<file path="config.mk">
export PLATFORM = sky130hd
export DESIGN_NAME = fifo_vc_flat
export DESIGN_NICKNAME = d
export VERILOG_FILES = /design/src/rtl/tl_pkg.sv /design/src/rtl/fifo_vc_if.sv /design/src/rtl/fifo_mem.sv /design/src/rtl/fifo_vc.sv /design/src/flat_wrapper.sv
export SDC_FILE = /design/constraint.sdc
export NUM_CORES = 1
export LEC_CHECK = 0
export ABC_CLOCK_PERIOD_IN_PS = 2400
export CAP_MARGIN = 5
export CORE_ASPECT_RATIO = 1.1
export CORE_UTILIZATION = 48
export CTS_CLUSTER_SIZE = 28
export DETAILED_ROUTE_END_ITERATION = 10
export HOLD_SLACK_MARGIN = 0.15
export PLACE_DENSITY = 0.75
export SLEW_MARGIN = 30
export SYNTH_ARGS = -nofsm -noshare
export SYNTH_HDL_FRONTEND = slang
export SYNTH_SLANG_ARGS = --single-unit
</file>
<file path="constraint.sdc">
create_clock -name clk -period 2.4 [get_ports clk]
set_input_delay 0.36 -clock clk [delete_from_list [all_inputs] [get_ports clk]]
set_output_delay 0.36 -clock clk [all_outputs]
set_load 0.05 [all_outputs]
</file>
<file path="src/rtl/tl_pkg.sv">
// Transaction-layer shared definitions.
// Word layout used by every lane FIFO and by the arbiter: {dest, data}.
// Also carries the FIFO status flag bundle and field-slice helpers.
package tl_pkg;

    localparam int DATA_W = 8;
    localparam int DEST_W = 4;
    localparam int WORD_W = DATA_W + DEST_W;
    localparam int LANES  = 4;

    typedef struct packed {
        logic empty;
        logic full;
        logic almost_empty;
        logic almost_full;
    } fifo_flags_t;

    localparam fifo_flags_t FLAGS_RESET = '{empty: 1'b1, full: 1'b0,
                                           almost_empty: 1'b1, almost_full: 1'b0};

    function automatic logic [DEST_W-1:0] word_dest(input logic [WORD_W-1:0] w);
        return w[WORD_W-1:DATA_W];
    endfunction

    function automatic logic [DATA_W-1:0] word_data(input logic [WORD_W-1:0] w);
        return w[DATA_W-1:0];
    endfunction

endpackage

</file>
<file path="src/rtl/fifo_vc_if.sv">
// Lane FIFO bus: producer/consumer handshake and status.
// master : drives push/data_in/pop/thresholds, observes read data and flags.
// slave  : the FIFO itself.
interface fifo_vc_if
    import tl_pkg::*;
#(
    parameter int DATA_WIDTH = WORD_W,
    parameter int ADDR_WIDTH = 2
);
    logic                  push;
    logic [DATA_WIDTH-1:0] data_in;
    logic                  pop;
    logic [ADDR_WIDTH:0]   thr_almost_full;
    logic [ADDR_WIDTH:0]   thr_almost_empty;
    logic [DATA_WIDTH-1:0] data_out;
    logic                  valid_out;
    logic [ADDR_WIDTH:0]   count;
    logic                  empty;
    logic                  full;
    logic                  almost_empty;
    logic                  almost_full;
    logic                  error;

    modport master (
        output push, data_in, pop, thr_almost_full, thr_almost_empty,
        input  data_out, valid_out, count, empty, full,
               almost_empty, almost_full, error
    );

    modport slave (
        input  push, data_in, pop, thr_almost_full, thr_almost_empty,
        output data_out, valid_out, count, empty, full,
               almost_empty, almost_full, error
    );
endinterface

</file>
<file path="src/rtl/fifo_mem.sv">
// Simple dual-port register file, 2**ADDR_WIDTH x DATA_WIDTH.
// Ports:
//   clk, reset          - clock, synchronous active-high reset (read register only)
//   wr_en_i/addr/data   - synchronous write port
//   rd_en_i/rd_addr_i   - synchronous read request
//   rd_data_o           - registered read data, holds when rd_en_i is low
// Storage is not cleared by reset. A read and write to the same address in
// one cycle returns the old contents.
module fifo_mem
    import tl_pkg::*;
#(
    parameter int DATA_WIDTH = WORD_W,
    parameter int ADDR_WIDTH = 2
) (
    input  logic                  clk,
    input  logic                  reset,
    input  logic                  wr_en_i,
    input  logic [ADDR_WIDTH-1:0] wr_addr_i,
    input  logic [DATA_WIDTH-1:0] wr_data_i,
    input  logic                  rd_en_i,
    input  logic [ADDR_WIDTH-1:0] rd_addr_i,
    output logic [DATA_WIDTH-1:0] rd_data_o
);
    localparam int DEPTH = 1 << ADDR_WIDTH;

    logic [DATA_WIDTH-1:0] mem_q [DEPTH];
    logic [DATA_WIDTH-1:0] rd_data_q;

    always_ff @(posedge clk) begin
        if (wr_en_i) begin
            mem_q[wr_addr_i] <= wr_data_i;
        end
    end

    always_ff @(posedge clk) begin
        if (reset) begin
            rd_data_q <= '0;
        end else if (rd_en_i) begin
            rd_data_q <= mem_q[rd_addr_i];
        end
    end

    assign rd_data_o = rd_data_q;

endmodule

</file>
<file path="src/rtl/fifo_vc.sv">
// Per-lane input FIFO ahead of the transaction-layer arbiter.
// Ports:
//   clk   - clock
//   reset - synchronous active-high reset
//   bus   - fifo_vc_if.slave: push/data_in/pop/thresholds in;
//           data_out/valid_out/count/empty/full/almost_*/error out
// All outputs are registered; flags describe occupancy after the edge.
module fifo_vc
    import tl_pkg::*;
#(
    parameter int DATA_WIDTH = WORD_W,
    parameter int ADDR_WIDTH = 2
) (
    input  logic       clk,
    input  logic       reset,
    fifo_vc_if.slave   bus
);
    localparam int DEPTH = 1 << ADDR_WIDTH;
    localparam int CW    = ADDR_WIDTH + 1;

    logic [ADDR_WIDTH-1:0] wr_ptr_q, rd_ptr_q;
    logic [CW-1:0]         count_q, count_d;
    fifo_flags_t           flags_q, flags_d;
    logic                  valid_q;
    logic                  error_q, error_d;
    logic                  acc_push, acc_pop;

    // A push into a full FIFO is legal only when a pop frees the slot at the
    // same edge; the read sees the old word since write and read share an edge.
    assign acc_pop  = bus.pop && !flags_q.empty;
    assign acc_push = bus.push && (!flags_q.full || acc_pop);

    always_comb begin
        count_d               = count_q + CW'(acc_push) - CW'(acc_pop);
        flags_d.empty         = (count_d == '0);
        flags_d.full          = (count_d == CW'(DEPTH));
        flags_d.almost_empty  = (count_d <= bus.thr_almost_empty);
        flags_d.almost_full   = (count_d >= bus.thr_almost_full);
        // Overflow: dropped push. Underflow: lone pop on empty (a pop paired
        // with a push is simply ignored).
        error_d = error_q
                | (bus.push && flags_q.full && !acc_pop)
                | (bus.pop && flags_q.empty && !bus.push);
    end

    always_ff @(posedge clk) begin
        if (reset) begin
            wr_ptr_q <= '0;
            rd_ptr_q <= '0;
            count_q  <= '0;
            flags_q  <= FLAGS_RESET;
            valid_q  <= 1'b0;
            error_q  <= 1'b0;
        end else begin
            if (acc_push) begin
                wr_ptr_q <= wr_ptr_q + 1'b1;
            end
            if (acc_pop) begin
                rd_ptr_q <= rd_ptr_q + 1'b1;
            end
            count_q <= count_d;
            flags_q <= flags_d;
            valid_q <= acc_pop;
            error_q <= error_d;
        end
    end

    fifo_mem #(
        .DATA_WIDTH (DATA_WIDTH),
        .ADDR_WIDTH (ADDR_WIDTH)
    ) u_mem (
        .clk       (clk),
        .reset     (reset),
        .wr_en_i   (acc_push && !reset),
        .wr_addr_i (wr_ptr_q),
        .wr_data_i (bus.data_in),
        .rd_en_i   (acc_pop),
        .rd_addr_i (rd_ptr_q),
        .rd_data_o (bus.data_out)
    );

    assign bus.valid_out    = valid_q;
    assign bus.count        = count_q;
    assign bus.empty        = flags_q.empty;
    assign bus.full         = flags_q.full;
    assign bus.almost_empty = flags_q.almost_empty;
    assign bus.almost_full  = flags_q.almost_full;
    assign bus.error        = error_q;

endmodule

</file>
<file path="src/flat_wrapper.sv">
// flat-port wrapper written by rule: the top's interface ports become plain ports
module fifo_vc_flat import tl_pkg::*;
#(
    parameter int DATA_WIDTH = WORD_W,
    parameter int ADDR_WIDTH = 2
)
  (clk, reset, bus_push, bus_data_in, bus_pop, bus_thr_almost_full, bus_thr_almost_empty, bus_data_out, bus_valid_out, bus_count, bus_empty, bus_full, bus_almost_empty, bus_almost_full, bus_error);
  fifo_vc_if #(.DATA_WIDTH(DATA_WIDTH), .ADDR_WIDTH(ADDR_WIDTH)) bus_i ();
  input  logic clk;
  input  logic reset;
  input wire logic [$bits(bus_i.push)-1:0] bus_push;
  input wire logic [$bits(bus_i.data_in)-1:0] bus_data_in;
  input wire logic [$bits(bus_i.pop)-1:0] bus_pop;
  input wire logic [$bits(bus_i.thr_almost_full)-1:0] bus_thr_almost_full;
  input wire logic [$bits(bus_i.thr_almost_empty)-1:0] bus_thr_almost_empty;
  output wire logic [$bits(bus_i.data_out)-1:0] bus_data_out;
  output wire logic [$bits(bus_i.valid_out)-1:0] bus_valid_out;
  output wire logic [$bits(bus_i.count)-1:0] bus_count;
  output wire logic [$bits(bus_i.empty)-1:0] bus_empty;
  output wire logic [$bits(bus_i.full)-1:0] bus_full;
  output wire logic [$bits(bus_i.almost_empty)-1:0] bus_almost_empty;
  output wire logic [$bits(bus_i.almost_full)-1:0] bus_almost_full;
  output wire logic [$bits(bus_i.error)-1:0] bus_error;
  assign bus_i.push = bus_push;
  assign bus_i.data_in = bus_data_in;
  assign bus_i.pop = bus_pop;
  assign bus_i.thr_almost_full = bus_thr_almost_full;
  assign bus_i.thr_almost_empty = bus_thr_almost_empty;
  assign bus_data_out = bus_i.data_out;
  assign bus_valid_out = bus_i.valid_out;
  assign bus_count = bus_i.count;
  assign bus_empty = bus_i.empty;
  assign bus_full = bus_i.full;
  assign bus_almost_empty = bus_i.almost_empty;
  assign bus_almost_full = bus_i.almost_full;
  assign bus_error = bus_i.error;
  fifo_vc #(.DATA_WIDTH(DATA_WIDTH), .ADDR_WIDTH(ADDR_WIDTH)) u_core (.clk(clk), .reset(reset), .bus(bus_i));
endmodule
</file>
# ---- After elaboration in Yosys (flattened, before gate mapping)
# Memory sizes are Yosys's and may differ from the RTL's. A register that Yosys moved wholly into a read port is not among the register bits.
# Index checks and enable logic that the tools add are counted.
dict set report word_totals {
  reg_bits 13
  ramBits 48
  inputBits 22
  output_inout_bits 21
  word_cells 35
  memories 1
}
# memory depth width rd rd_clocked_by_memory_dff write_ports line
set memory_table {}
lappend memory_table {u_core.u_mem.mem_q 4 12 1 1 1 fifo_mem.sv:26} ;# logic [DATA_WIDTH-1:0] mem_q [DEPTH];
dict set report op_classes {
  add_sub_neg 4
  n_lt_le_gt_ge 2
  eq_ne 1
  mux 2
  bitwise 2
  n_reduce_logical 14
}
# operator n
set op_table {}
lappend op_table {{1-bit logical AND} 7}
lappend op_table {{1-bit logical NOT} 5}
lappend op_table {{2-bit by 1-bit adder with 2-bit output (second input constant)} 2}
lappend op_table {{3-bit by 1-bit adder with 3-bit output} 1}
lappend op_table {{3-bit equality test (second input constant)} 1}
lappend op_table {{3-bit >= comparator} 1}
lappend op_table {{3-bit less-or-equal comparator} 1}
lappend op_table {{3-bit logical NOT} 1}
lappend op_table {{3-bit by 1-bit subtractor with 3-bit output} 1}
lappend op_table {{1-bit two-way mux} 2}
lappend op_table {{1-bit bitwise OR} 2}
lappend op_table {{1-bit logical OR} 1}

# ---- Longest topological paths before layout
# Gate-level depths: netlist (run 1).
dict set report depth {
  word_depth 7
  depth_mapped 13
  depth_no_buf 11
}

# ---- By module
# A second synthesis (run 1) with hierarchy kept.
dict set report unflattened {
  hier_cells 186
  hier_area_um2 2890.3
}
# module n_inst cells_each area_per_inst_um2 seq_area_each_um2
set modules_own_cells {}
lappend modules_own_cells {fifo_mem 1 122 2293.4 1681.6}
lappend modules_own_cells {fifo_vc 1 64 596.8 260.2}

# ---- Least setup slack after synthesis (run 1)
# OpenSTA, ideal clock, no wires.
dict set report synth_path {
  path_type {flip-flop to flip-flop}
  start {register u_core.flags_q (netlist bit u_core.bus.empty)}
  end {register u_core.flags_q (netlist bit u_core.bus.almost_full)}
  setup_ns 0.125
  arrival_ns 2.670
  required_ns 2.275
  path_slack_ns -0.396
  path_stages_with_launch 13
  n_path_buf 2
  period_less_slack_ns 2.796
  cell_sequence {dfxtp_1 nand2b_1 buf_2 buf_2 xnor2_1 ha_1 inv_1 fa_1 inv_1 ha_1 a21oi_1 maj3_2 nor2_2}
}
dict set report synth_between {
  elab_chain_len 7
}
# item line
set synth_rtl {}
lappend synth_rtl {{from (decl)} fifo_vc.sv:23} ;# fifo_flags_t flags_q, flags_d;
lappend synth_rtl {{from (signal assigned)} fifo_vc.sv:62} ;# flags_q <= flags_d;
lappend synth_rtl {{1-bit logical NOT (*)} fifo_vc.sv:30} ;# assign acc_pop = bus.pop && !flags_q.empty;
lappend synth_rtl {{1-bit logical AND (*)} fifo_vc.sv:30}
lappend synth_rtl {{1-bit logical OR} fifo_vc.sv:31} ;# assign acc_push = bus.push && (!flags_q.full || acc_pop);
lappend synth_rtl {{1-bit logical AND} fifo_vc.sv:31}
lappend synth_rtl {{3-bit by 1-bit adder with 3-bit output} fifo_vc.sv:34} ;# count_d = count_q + CW'(acc_push) - CW'(acc_pop);
lappend synth_rtl {{3-bit by 1-bit subtractor with 3-bit output (*)} fifo_vc.sv:34}
lappend synth_rtl {{named net u_core.count_d[1]} fifo_vc.sv:22} ;# logic [CW-1:0] count_q, count_d;
lappend synth_rtl {{3-bit >= comparator (*)} fifo_vc.sv:38} ;# flags_d.almost_full = (count_d >= bus.thr_almost_full);
# The timed path passes the listed nets; every way through them passes the cells marked *.
# A chain may end at the register's enable or synchronous reset.

# ---- Worst setup path after layout (run 1)
dict set report layout_path {
  start {input bus_push}
  end {register u_core.flags_q (netlist bit u_core.bus.almost_empty)}
}
dict set report layout_between {
  elab_chain_len 4
}
# item line
set layout_rtl {}
lappend layout_rtl {{from (decl)} flat_wrapper.sv:11} ;# input wire logic [$bits(bus_i.push)-1:0] bus_push;
lappend layout_rtl {{1-bit logical AND} fifo_vc.sv:31}
lappend layout_rtl {{3-bit by 1-bit adder with 3-bit output} fifo_vc.sv:34}
lappend layout_rtl {{3-bit by 1-bit subtractor with 3-bit output} fifo_vc.sv:34}
lappend layout_rtl {{named net u_core.count_d[1]} fifo_vc.sv:22}
lappend layout_rtl {{3-bit less-or-equal comparator} fifo_vc.sv:37} ;# flags_d.almost_empty = (count_d <= bus.thr_almost_empty);
# The timed path passes the listed nets, and every way through them passes these cells.

==> impl_results.md, run 1 <==
* Drt first pass iters at 4
* Syn_area_per_cell at 15.28 um2
* Most frequent cells in the layout: edfxtp_1, clkdlybuf4s50_1, nand2_1
* P per Cell Area at 1080 nW/um2
* Cells after Synth at 187
* Layout cells sized above 1 at 0.1992
* Antenna violations before repair at 0
* Die X at 75.55 um
* Overall die height at 82.91 um
* Relative slew margins at 0.5800
* Critical Path Max Stage Delay at 0.52 ns
* Total chip power at 0.003939 W
* GRT Resource Usage Total at 0.1784
* Row cnt at 29
* Nets@finish at 278
* CTS Buffer Depth at 2
* Core box area at 5769 um2
* Die area at 6263 um2
* Least-Margin Pin Slew at 0.6291 ns
* CP max FO at 3
* YS warnings at 0
* # diodes at 0
* Fin crit period at 2.282 ns
* H-Tree Depth at 3
* Cell chain of the critical path: clkdlybuf4s50_1, a21boi_2, ha_2, inv_2, fa_1, inv_2, ha_1, nor2b_1, o21ai_1, a21oi_1, nor2_1
* Syn nets at 219
* Skew final at 0.005928 ns
* Post-route core utilization at 0.6320
* Netlist Area Pre-Place at 2856 um2
* Starting Density at 0.4951
* IO Port Bufs at 42
* Detail Placement HPWL at 3.078 mm
* Register bit total from synthesis at 73
* Tcrit/Tclk final at 0.9507
* Post-synth cell types at 31
* Hold-fix buffers at CTS at 0
* GPL Wtd Cong at 0.7142
* Outcome: complete, no violations
* Pleak at 1.296 nW
* Dominant synthesized flop cell: edfxtp_1
* Hold/Removal Path Class: reg2reg
* Fin worst setup slack at 0.1183 ns
* Max capacitance violation total at 0
* Layout area overhead at 27.64%
* Via count at 1615
* CTS tree: yes
* Fin. Hold Viols at 0
* Top cell family by delay on the critical path: adder cells
* Starting DRT DRC Count at 80
* TritonCTS Sinks at 73
* Residual DRC at 0
* Avg WL per Cell at 14.69 um
* Design Area, Final at 3646 um2
* Top Ports at 43
* Clk pin slew, worst setup/hold paths at 0.07 ns
* CTS Buf Count at 9
* Slowest-stage cell, CP: fa_1
* Crit path DAT at 2.52 ns
* Largest net degree at the start of global routing at 27
* Maximum vdd drop at 0.0008257 V
* Routed Antenna Nets at 0
* Share of the yosys chip area belonging to registers at 0.6798
* Dpl ws at -0.3672 ns
* Gr ovfl total at 0
* First-pass GRT wire length at 7.700 mm
* Post-synth ARST share at 0
* Fillcell total at 433
* Placed instance area at 3453 um2
* Slew Viols, Final at 0
* Most common cell after layout, fill and taps aside: edfxtp_1
* CP startpoint kind: primary input
* Clock root buffer: clkbuf_8
* Clock Latency Late Sink at 0.34 ns
* Most used cell along the critical path: inv_2
* Number of flops mapped to enable cells by yosys at 48
* Final setup TNS at 0 ns
* Number of global-route vias before repair at 1565
* Vias per Instance at 4.924
* Crit. End Element: flop
* Max Clock Freq at 0.4383 GHz
* CP bufs+invs at 3
* Final setup violation count at 0
* CP Class: in2reg
* CP required at 2.64 ns
* Routed wire length at 4.818 mm
## state kept, by name, summed over array words and instances, names as in the netlist
signal                   count
u_core.bus.almost_empty      1
u_core.bus.almost_full       1
u_core.bus.count             3
u_core.bus.empty             1
u_core.bus.error             1
u_core.bus.full              1
u_core.bus.valid_out         1
u_core.rd_ptr_q              2
u_core.u_mem.mem_q          48
u_core.u_mem.rd_data_o      12
u_core.wr_ptr_q              2
## logic make-up (layout without fill, tap and decap cells)
group,count (synthesis),after routing,synth area share
buffers and inverters,16,80,0.03110
AO/OA/AOI/OAI,19,19,0.03679
flip-flops,73,73,0.6798
AND/OR/NAND/NOR,48,48,0.07359
adder cells (fa/ha/maj),11,11,0.05037
XOR/XNOR,6,6,0.02103
multiplexers,14,14,0.1073
## where the power goes
part / total [W] / internal (W) / switching, W / leakage, nW
Clock: 0.000903 / 0.000473 / 0.000430 / 0.0913
Combinational: 0.00142 / 0.000642 / 0.000774 / 0.564
Sequential: 0.00162 / 0.00151 / 0.000107 / 0.641
## layer usage
metal / global-route usage / vias up / part of all wire
met4: 0.09596 / 0 / 0.021
met1: 0.2270 / 778 / 0.44
met5: 0 / - / 0
li1: - / 792 / -
met2: 0.2711 / 37 / 0.50
met3: 0.05218 / 8 / 0.034
## worst reg2reg max path, cell delays in order, from the launching register on
cell,delay (ns)
dfxtp_4,0.35
nand2b_4,0.16
a21boi_2,0.16
ha_2,0.19
inv_2,0.04
fa_1,0.52
inv_2,0.08
ha_1,0.29
nor2b_1,0.14
o21ai_1,0.07
a21oi_1,0.11
nor2_1,0.05
## cell usage after synthesis (2+ instances only)
cell / instances / area share
a21oi_1: 16 / 0.028
and2_1: 4 / 0.0088
buf_2: 4 / 0.0070
clkbuf_1: 2 / 0.0026
dfxtp_1: 25 / 0.18
edfxtp_1: 48 / 0.50
ha_1: 9 / 0.039
inv_1: 7 / 0.0092
mux4_1: 4 / 0.037
mux4_2: 8 / 0.063
nand2_1: 25 / 0.033
nand2b_1: 2 / 0.0044
nor2_1: 11 / 0.014
nor2b_1: 2 / 0.0044
xnor2_1: 3 / 0.0092
xor2_1: 2 / 0.0061
## final cells by class
cell class / instances / area, um2 / area share
multi-input combinational: 98 / 859.6 / 0.2358
tap: 77 / 96.34 / 0.02642
inverter: 7 / 26.28 / 0.007207
clock buffer: 10 / 127.6 / 0.03500
sequential: 73 / 1946 / 0.5336
timing repair buffer: 57 / 531.8 / 0.1458
clock inverter: 6 / 58.81 / 0.01613
## path summary, 6_finish.rpt
path,startpoint,endpoint,slack (ns),cells past startpoint
worst max-delay path,bus_push,u_core.bus.almost_empty,0.12,11
worst min-delay path,u_core.u_mem.rd_data_o[4],u_core.u_mem.rd_data_o[4],0.46,2
worst max register to register,u_core.bus.empty,u_core.bus.almost_empty,0.14,11
worst min register to register,u_core.u_mem.rd_data_o[4],u_core.u_mem.rd_data_o[4],0.46,2
## stage by stage
step / cells / hold slack (ns)
finish: 328 / 0.4551
global route: 328 / 0.4753
CTS: 327 / 0.4589
detailed placement: 311 / 0.4487
global placement: 311 / 0.4427
floorplan: 187 / 0.4589
## timing repair
action,4_1_cts,5_1_grt
buffers inserted,0,1
pin swaps,0,2
gates cloned,0,0
endpoints found under the hold margin,0,0
gates resized for setup,1,0
setup endpoints to repair,2,1
No activity file was read; power rests on OpenSTA's default activity.
==> run 2, diff against run 1 <==
CAP_MARGIN = not set   (was 5)
==> results of run 2 <==
Same layout as run 1: the final DEF is identical, and so are final timing and power.
